File: src/rtl/ram_seq_master.sv
// ram_seq_master: sole initiator for one single-port synchronous-read RAM.
// Clears the RAM after reset, serves CPU req/ack accesses, streams burst reads.
// Ports:
//   clock, reset_n            clock, synchronous active-low reset
//   cpu_req/we/addr/wdata     CPU request (held until cpu_ack)
//   cpu_ack, cpu_rdata        one-cycle completion pulse, read data
//   scan_start/base/len       burst request (len 0 ignored)
//   scan_valid/data/busy      burst data stream and activity flag
//   clr_busy                  power-on clear in progress
//   ram_addr/clken/wren/data  RAM command outputs
//   ram_q                     RAM read data (one-cycle latency)
module ram_seq_master #(
    parameter int ADDR_W = 11,
    parameter int DATA_W = 8
) (
    input  logic              clock,
    input  logic              reset_n,
    input  logic              cpu_req,
    input  logic              cpu_we,
    input  logic [ADDR_W-1:0] cpu_addr,
    input  logic [DATA_W-1:0] cpu_wdata,
    output logic              cpu_ack,
    output logic [DATA_W-1:0] cpu_rdata,
    input  logic              scan_start,
    input  logic [ADDR_W-1:0] scan_base,
    input  logic [ADDR_W-1:0] scan_len,
    output logic              scan_valid,
    output logic [DATA_W-1:0] scan_data,
    output logic              scan_busy,
    output logic              clr_busy,
    output logic [ADDR_W-1:0] ram_addr,
    output logic              ram_clken,
    output logic              ram_wren,
    output logic [DATA_W-1:0] ram_data,
    input  logic [DATA_W-1:0] ram_q
);

    typedef enum logic [2:0] {
        CLEAR, IDLE, CPU_ACC, CPU_WAIT, SCAN
    } state_t;

    state_t state, state_n;

    logic              we_q;
    logic              rd_q;
    logic [ADDR_W-1:0] left;

    logic              n_we_q, n_rd_q;
    logic [ADDR_W-1:0] n_left, n_ram_addr;
    logic              n_cpu_ack, n_scan_valid;
    logic              n_scan_busy, n_clr_busy;
    logic              n_ram_clken, n_ram_wren;
    logic [DATA_W-1:0] n_cpu_rdata, n_scan_data;
    logic [DATA_W-1:0] n_ram_data;

    logic scan_go, cpu_go, last_clr, scan_done;

    assign scan_go  = scan_start && (scan_len != '0);
    // An ack still showing means the held request was just served.
    assign cpu_go   = cpu_req && !cpu_ack;
    assign last_clr = ram_clken && (ram_addr == '1);
    // The last word is on the output and no read is still in the RAM.
    assign scan_done = scan_valid && !rd_q;

    always_ff @(posedge clock) begin
        if (!reset_n) begin
            state       <= CLEAR;
            we_q        <= 1'b0;
            rd_q        <= 1'b0;
            left        <= '0;
            cpu_ack     <= 1'b0;
            cpu_rdata   <= '0;
            scan_valid  <= 1'b0;
            scan_data   <= '0;
            scan_busy   <= 1'b0;
            clr_busy    <= 1'b1;
            ram_addr    <= '0;
            ram_clken   <= 1'b0;
            ram_wren    <= 1'b0;
            ram_data    <= '0;
        end else begin
            state       <= state_n;
            we_q        <= n_we_q;
            rd_q        <= n_rd_q;
            left        <= n_left;
            cpu_ack     <= n_cpu_ack;
            cpu_rdata   <= n_cpu_rdata;
            scan_valid  <= n_scan_valid;
            scan_data   <= n_scan_data;
            scan_busy   <= n_scan_busy;
            clr_busy    <= n_clr_busy;
            ram_addr    <= n_ram_addr;
            ram_clken   <= n_ram_clken;
            ram_wren    <= n_ram_wren;
            ram_data    <= n_ram_data;
        end
    end

    always_comb begin
        state_n = state;
        unique case (state)
            CLEAR:    if (last_clr) state_n = IDLE;
            IDLE: begin
                if (scan_go)     state_n = SCAN;
                else if (cpu_go) state_n = CPU_ACC;
            end
            CPU_ACC:  state_n = CPU_WAIT;
            CPU_WAIT: state_n = IDLE;
            SCAN:     if (scan_done) state_n = IDLE;
            default:  state_n = CLEAR;
        endcase
    end

    always_comb begin
        n_we_q       = we_q;
        n_rd_q       = 1'b0;
        n_left       = left;
        n_cpu_ack    = 1'b0;
        n_cpu_rdata  = cpu_rdata;
        n_scan_valid = 1'b0;
        n_scan_data  = scan_data;
        n_scan_busy  = scan_busy;
        n_clr_busy   = clr_busy;
        n_ram_addr   = ram_addr;
        n_ram_clken  = ram_clken;
        n_ram_wren   = ram_wren;
        n_ram_data   = ram_data;
        unique case (state)
            CLEAR: begin
                // clken low means the sweep has not started yet.
                if (!ram_clken) begin
                    n_ram_addr  = '0;
                    n_ram_clken = 1'b1;
                    n_ram_wren  = 1'b1;
                    n_ram_data  = '0;
                end else if (last_clr) begin
                    n_ram_clken = 1'b0;
                    n_ram_wren  = 1'b0;
                    n_clr_busy  = 1'b0;
                end else begin
                    n_ram_addr = ram_addr + 1'b1;
                end
            end
            IDLE: begin
                n_ram_clken = 1'b0;
                n_ram_wren  = 1'b0;
                if (scan_go) begin
                    n_scan_busy = 1'b1;
                    n_ram_addr  = scan_base;
                    n_ram_clken = 1'b1;
                    n_left      = scan_len - 1'b1;
                end else if (cpu_go) begin
                    n_ram_addr  = cpu_addr;
                    n_ram_clken = 1'b1;
                    n_ram_wren  = cpu_we;
                    n_ram_data  = cpu_wdata;
                    n_we_q      = cpu_we;
                end
            end
            CPU_ACC: begin
                n_ram_clken = 1'b0;
                n_ram_wren  = 1'b0;
            end
            CPU_WAIT: begin
                n_cpu_ack = 1'b1;
                if (!we_q) n_cpu_rdata = ram_q;
            end
            SCAN: begin
                // rd_q: a read was issued last cycle, q is valid now.
                n_rd_q       = ram_clken;
                n_scan_valid = rd_q;
                if (rd_q) n_scan_data = ram_q;
                if (ram_clken && left != '0) begin
                    n_ram_addr = ram_addr + 1'b1;
                    n_left     = left - 1'b1;
                end else begin
                    n_ram_clken = 1'b0;
                end
                if (scan_done) n_scan_busy = 1'b0;
            end
            default: ;
        endcase
    end

endmodule
File: config.mk
export PLATFORM = sky130hd
export DESIGN_NAME = ram_seq_master
export DESIGN_NICKNAME = d
export VERILOG_FILES = /design/src/rtl/ram_seq_master.sv
export SDC_FILE = /design/constraint.sdc
export NUM_CORES = 1
export LEC_CHECK = 0
export ABC_AREA = 0
export BUFFER_PORTS_ARGS = -buffer_cell sky130_fd_sc_hd__buf_2
export CAP_MARGIN = 0
export CELL_PAD_IN_SITES_DETAIL_PLACEMENT = 1
export CELL_PAD_IN_SITES_GLOBAL_PLACEMENT = 2
export CORE_MARGIN = 2
export CORE_UTILIZATION = 29
export DETAILED_ROUTE_END_ITERATION = 7
export HOLD_SLACK_MARGIN = 0.05
export PLACE_DENSITY = 0.9
export SLEW_MARGIN = 20
export SYNTH_ARGS = -nofsm -noshare
export SYNTH_HDL_FRONTEND = slang
export SYNTH_SLANG_ARGS = --single-unit
File: constraint.sdc
create_clock -name clock -period 3.7 [get_ports clock]
set_input_delay 0.74 -clock clock [delete_from_list [all_inputs] [get_ports clock]]
set_output_delay 0.74 -clock clock [all_outputs]
set_load 0.1 [all_outputs]
==> results of run 1 <==
## worst reg2reg max path, stage by stage (launching register included)
cell	delay [ns]
dfxtp_1	0.67
or3b_2	0.68
mux2i_1	0.32
ha_1	0.22
nor4b_1	0.30
buf_4	0.20
nand4b_1	0.16
a2111o_1	0.41
a41oi_1	0.15
## sequential cells by signal, indices dropped and copies added, names as in the netlist
signal      count
rd_q            1
cpu_rdata       8
ram_wren        1
left           11
state           3
ram_clken       1
we_q            1
scan_valid      1
scan_data       8
ram_addr       11
ram_data        8
cpu_ack         1
clr_busy        1
scan_busy       1
## synth_stat cells, types with 4 or more instances
library cell and n:
mux2i_1 13, xor2_1 4, nor2_1 30, and3_1 4, and2_1 13, clkbuf_1 22, a21oi_1 35, nand3_1 12
nand2b_1 5, a221oi_1 5, nand2_1 53, a31oi_1 6, a221o_1 5, a222oi_1 4, nand4_1 9, a211oi_1 6
o21ai_0 10, inv_1 7, o211a_1 4, nor3_1 8, a22oi_1 4, dfxtp_1 57, or3_1 10, nor2b_1 5
## area by class of cell
cell class / instances / area [sq um] / share of cell area
Tap cell: 140 / 175 / 0.0436
Timing Repair Buffer: 104 / 546 / 0.136
Inverter: 7 / 26.3 / 0.00654
Multi-Input combinational cell: 305 / 1940 / 0.482
Sequential cell: 57 / 1140 / 0.284
Clock buffer: 10 / 138 / 0.0343
Clock inverter: 5 / 56.3 / 0.0140
## stage by stage
step           power [mW]  std cells  hold slack, ns  area (sq um)
2_1_floorplan       0.736        395           0.446          3210
3_3_place_gp        0.797        613           0.441          3820
3_5_place_dp        0.801        613           0.447          3820
4_1_cts              1.40        628           0.457          4020
5_1_grt              1.43        628           0.480          4020
6_report             1.38        628           0.454          4020
## routing by layer
metal / GRT usage / vias to the layer above
met1: 0.230 / 1651
met4: 0.0615 / 0
li1: - / 1654
met5: 0 / -
met3: 0.0490 / 8
met2: 0.327 / 99
## where the power goes
group / switching (mW) / total [mW] / internal (mW) / leakage (nW)
Combinational: 0.107 / 0.159 / 0.0521 / 1.14
Sequential: 0.00894 / 0.628 / 0.619 / 0.460
Clock: 0.266 / 0.590 / 0.324 / 0.0981
## worst max path at each step
stage | slack, ns | depth (start not counted) | end | from
floorplan | 0.53 | 11 | left[10] | state[2]
global placement | 0.68 | 8 | left[10] | state[2]
detailed placement | 0.58 | 8 | left[10] | state[2]
CTS | 0.55 | 8 | left[10] | state[2]
global route | 0.29 | 8 | left[10] | state[2]
finish | 0.51 | 8 | left[10] | state[2]
## placed cells by master, fill, tap and decap left out, drive strengths merged, types with 6 or more instances in the layout
cell / instances
o21ai: 11
dfxtp: 57
a211oi: 9
a31oi: 6
buf: 104
mux2i: 13
nand4: 9
nor3: 8
nand2: 53
a31o: 6
and2: 13
nand3: 12
or3: 10
a21oi: 36
nor2: 30
clkbuf: 10
inv: 7
## cells by family (layout without fill, tap and decap cells)
group	Yosys count	after routing	synth area share
and+or+nand+nor	164	164	0.261
AOI/OAI and AO/OA	118	118	0.270
DFF	57	57	0.356
buffers and inverters	33	126	0.0421
muxes	15	15	0.0476
xor gates and xnor gates	6	6	0.0164
adders and majority gates	2	2	0.00780
==> run metrics, run 1 <==
outcome finished clean; Vias between 3,000 and 4,000; crit share post-route 0.863; TritonCTS buffer count 9; Final Hold Fails 0; Layout area overhead 25.2%; Worst-Skew Late Latency 0.34 ns; Max FO, Critical Path 18; Placer Congestion approximately 0.83; worst endpoint required time about 4.0 ns; ant diodes 0; Slew @ Worst Pin between 0.9 and 1 ns; count of pins over their slew limit 0; Port Buffers 94; M1 WL 4.83 mm; setup TNS 0 ns; share of the synthesized area in the top cell type 0.356; synthesized area ~3200 sq um; hold depth 2; vias in the first global route between 3,000 and 4,000; Setup Viol. Count Final 0; max layer used met4; detail-routed via count per cell 5.43; unrepaired setup endpoints after global routing false; Synth area leader dfxtp_1; asr flop ratio synth 0; final setup margin just over 0.5 ns; WP buf/inv 1; EDFF count, synth 0; Initial DRC Count around 180; reg2reg start state[2]; final wirelength 11.0 mm; clock root buffer clkbuf_8; Worst path max stage delay 0.68 ns; TritonRoute pass-1 iters 4; top post-synthesis cells by area dfxtp_1, nand2_1, a21oi_1, mux2i_1, nor2_1; Syn. warnings 0; Unique masters post-synth 66; CP max-delay cell or3b_2; Top-Level Pins 95; met3 wire length between 700 and 800 microns; average cell area after synthesis a little over 8 sq um; Max H-tree Level 3; fmax around 0.31 GHz; Post-Synthesis Cells between 300 and 400; Tot GR Track Use 0.190; Static Leak between 1.5 and 2 nW; CP top delay family simple AND/OR/NAND/NOR gates; Worst Hold End scan_data[1]; max-cap violations 0; CTS tree yes; fillers 1,369; antenna violations before repair 0; clk_skew approximately 0.014 ns; reg-to-reg endpoint left[10]; Main synth FF type dfxtp_1; die area between 10,000 and 15,000 sq um; post-layout util 0.371; DR DRC count 0; Final nets 540; total gr overflow 0; routed length per placed instance between 15 and 20 microns; largest net degree at the start of global routing 23; Clk pin slew, worst setup/hold paths about 0.07 ns; DP HPWL between 8 and 9 mm; critical path cell sequence or3b_2 > mux2i_1 > ha_1 > nor4b_1 > buf_4 > nand4b_1 > a2111o_1 > a41oi_1; first-pass GRT wire length about 18 mm; WS Path Type flip-flop to flip-flop; worst ir drop on vdd 0.189 mV; DP Worst Slack slightly below 0.6 ns; Reg2Reg Setup Slack 0.51 ns; Hold WC Path Type flip-flop to flip-flop; post_cts resized 0; TritonCTS Sinks between 50 and 60; CP startpoint kind flip-flop; reg2reg path depth 8; Syn Nets 451; row count 38; WP data arrival ~3.4 ns; clk buf depth 2; Final ANT Viol Nets 0; WL met2 about 5.3 mm; P per Cell Area around 340 nW/um^2; die extent in y 109 microns; Seq/Total Area, Yosys 0.356; Post CTS Setup Buffer Count 0; CTS hold repair buffers 0; Final min period around 3.2 ns; crit path capture type flip-flop; width of the die ~110 microns; Yosys reg bits 57; CORE AREA 10,800 sq um; Initial Util 0.296; Slew HR 0.388; layout cells sized above 1 0.279; Hold Crit Start scan_data[1]
Power figures use the tool's default switching activity.
==> inputs of run 2 (changes only) <==
--- a/config.mk
+++ b/config.mk
@@ -11,10 +11,10 @@
 export CELL_PAD_IN_SITES_DETAIL_PLACEMENT = 1
 export CELL_PAD_IN_SITES_GLOBAL_PLACEMENT = 2
 export CORE_MARGIN = 2
-export CORE_UTILIZATION = 29
+export CORE_UTILIZATION = 26
 export DETAILED_ROUTE_END_ITERATION = 7
 export HOLD_SLACK_MARGIN = 0.05
-export PLACE_DENSITY = 0.9
+export PLACE_DENSITY = 0.86
 export SLEW_MARGIN = 20
 export SYNTH_ARGS = -nofsm -noshare
 export SYNTH_HDL_FRONTEND = slang
==> constraint.sdc (replaced) <==
create_clock -name clock -period 2.7 [get_ports clock]
set_input_delay 0.54 -clock clock [delete_from_list [all_inputs] [get_ports clock]]
set_output_delay 0.54 -clock clock [all_outputs]
set_load 0.1 [all_outputs]
==> run 2 against run 1 <==
Critical path depth is the same. Final area grew 7.2%. Clock power grew 92%. First-iteration DRC count shrank 15%. Largest cell class unchanged. Largest power group is now clock.
==> run metrics, run 2 (synthesis results as in run 1) <==
outcome finished clean; Final ANT Viol Nets 0; Initial Util 0.267; TritonCTS Sinks between 50 and 60; Clk pin slew, worst setup/hold paths approximately 0.05 ns; Slew HR 0.430; post_cts resized 0; routed length per placed instance 17.2 microns; row count 40; CP max-delay cell or3b_2; width of the die around 120 microns; crit share post-route 0.939; clock root buffer clkbuf_16; P per Cell Area just over 500 nW/um^2; Setup Viol. Count Final 0; vias in the first global route 3,696; die extent in y 115 microns; WP data arrival 2.77 ns; CTS hold repair buffers 0; Max H-tree Level 3; Final Hold Fails 0; CTS tree yes; max-cap violations 0; setup TNS 0 ns; fin area around 4300 sq um; Vias roughly 3,500; final setup margin 0.164 ns; Slew @ Worst Pin around 0.85 ns; fillers 1,499; Port Buffers 94; antenna violations before repair 0; Top Registers left: 11 flops, ram_addr: 11 flops; DP Worst Slack approximately 0.06 ns; DR DRC count 0; Placed Area between 4000 and 5000 sq um; unrepaired setup endpoints after global routing false; layout cells sized above 1 0.305; Final min period between 2 and 3 ns; crit path capture type flip-flop; hold_ws between 0.4 and 0.5 ns; Worst-Skew Late Latency approximately 0.32 ns; count of pins over their slew limit 0; Static Leak 1.83 nW; first-pass GRT wire length 18.2 mm; Sequential Area around 1100 sq um; die area around 13,000 sq um; Top-Level Pins 95; CORE AREA 12,000 sq um; Post CTS Setup Buffer Count 0; final wirelength approximately 11 mm; Layout area overhead 34.2%; DP HPWL 8.29 mm; Worst path max stage delay about 0.57 ns; clk_skew 0.00968 ns; Tot GR Track Use 0.172; post-layout util 0.359; TritonCTS buffer count 9; total gr overflow 0; most common cell after layout, fill and taps aside buf_2; largest net degree at the start of global routing 35; multi-input logic area around 2000 sq um; Tot Pwr around 2.2 mW; fmax approximately 0.39 GHz; detail-routed via count per cell 5.34; Final nets about 560; final non-filler cell total 652; critical path cell sequence or3b_2 > mux2i_2 > ha_1 > buf_4 > nor2b_1 > nand4_1 > a2111o_1 > a41oi_1; Initial DRC Count between 150 and 200; ant diodes 0; worst endpoint required time slightly below 3 ns; clk buf depth 2; Hold WC Path Type flip-flop to flip-flop; TritonRoute pass-1 iters 4; CP startpoint kind flip-flop; WS Path Type flip-flop to flip-flop; dpl cells 636; Max FO, Critical Path 6; commonest cells after routing, fill and taps aside buf_2, dfxtp_1, nand2_1; Placer Congestion about 0.88; worst ir drop on vdd 0.241 mV
[run 2: cell types whose count changed in the layout (fill, tap and decap cells not counted), sizes merged]
cell      before  now
buf          104  120
clkbuf        10   11
clkinv         3    2
clkinvlp       1    2
[run 2: worst paths after layout]
path | from | cells after the start | endpoint | slack [ns]
max reg2reg | state[0] | 8 | left[10] | 0.16
min | scan_data[1] | 2 | scan_data[1] | 0.46
min reg2reg | scan_data[1] | 2 | scan_data[1] | 0.46
max | state[0] | 8 | left[10] | 0.16
[run 2: cell type report]
type | instances | share of cell area
flip-flops and latches | 57 | 0.265
multi-input cells | 305 | 0.454
inverters | 7 | 0.00610
clock inverters | 5 | 0.0128
clock buffers | 11 | 0.0564
well taps | 147 | 0.0427
repair buffers | 120 | 0.163
[run 2: worst max-delay path: cells and delay by family (launching register included)]
| kind | cells | cell delay [ns] |
|---|---|---|
| flops | 1 | 0.31 |
| fa+ha+maj | 1 | 0.25 |
| compound gates | 2 | 0.60 |
| buf+inv | 1 | 0.14 |
| simple gates | 3 | 0.92 |
| mux | 1 | 0.24 |
[run 2: power breakdown]
| group | internal, mW | switching [mW] |
|---|---|---|
| sequential | 0.850 | 0.0127 |
| clock | 0.735 | 0.394 |
| combinational | 0.0879 | 0.152 |
| total | 1.67 | 0.558 |
[run 2: routing by layer]
layer  up-vias  track usage  share of wire
met5         -            0              0
met2        82        0.291           0.49
met3        10       0.0496          0.058
met4         0       0.0562          0.013
met1      1704        0.212           0.44
li1       1685            -              -
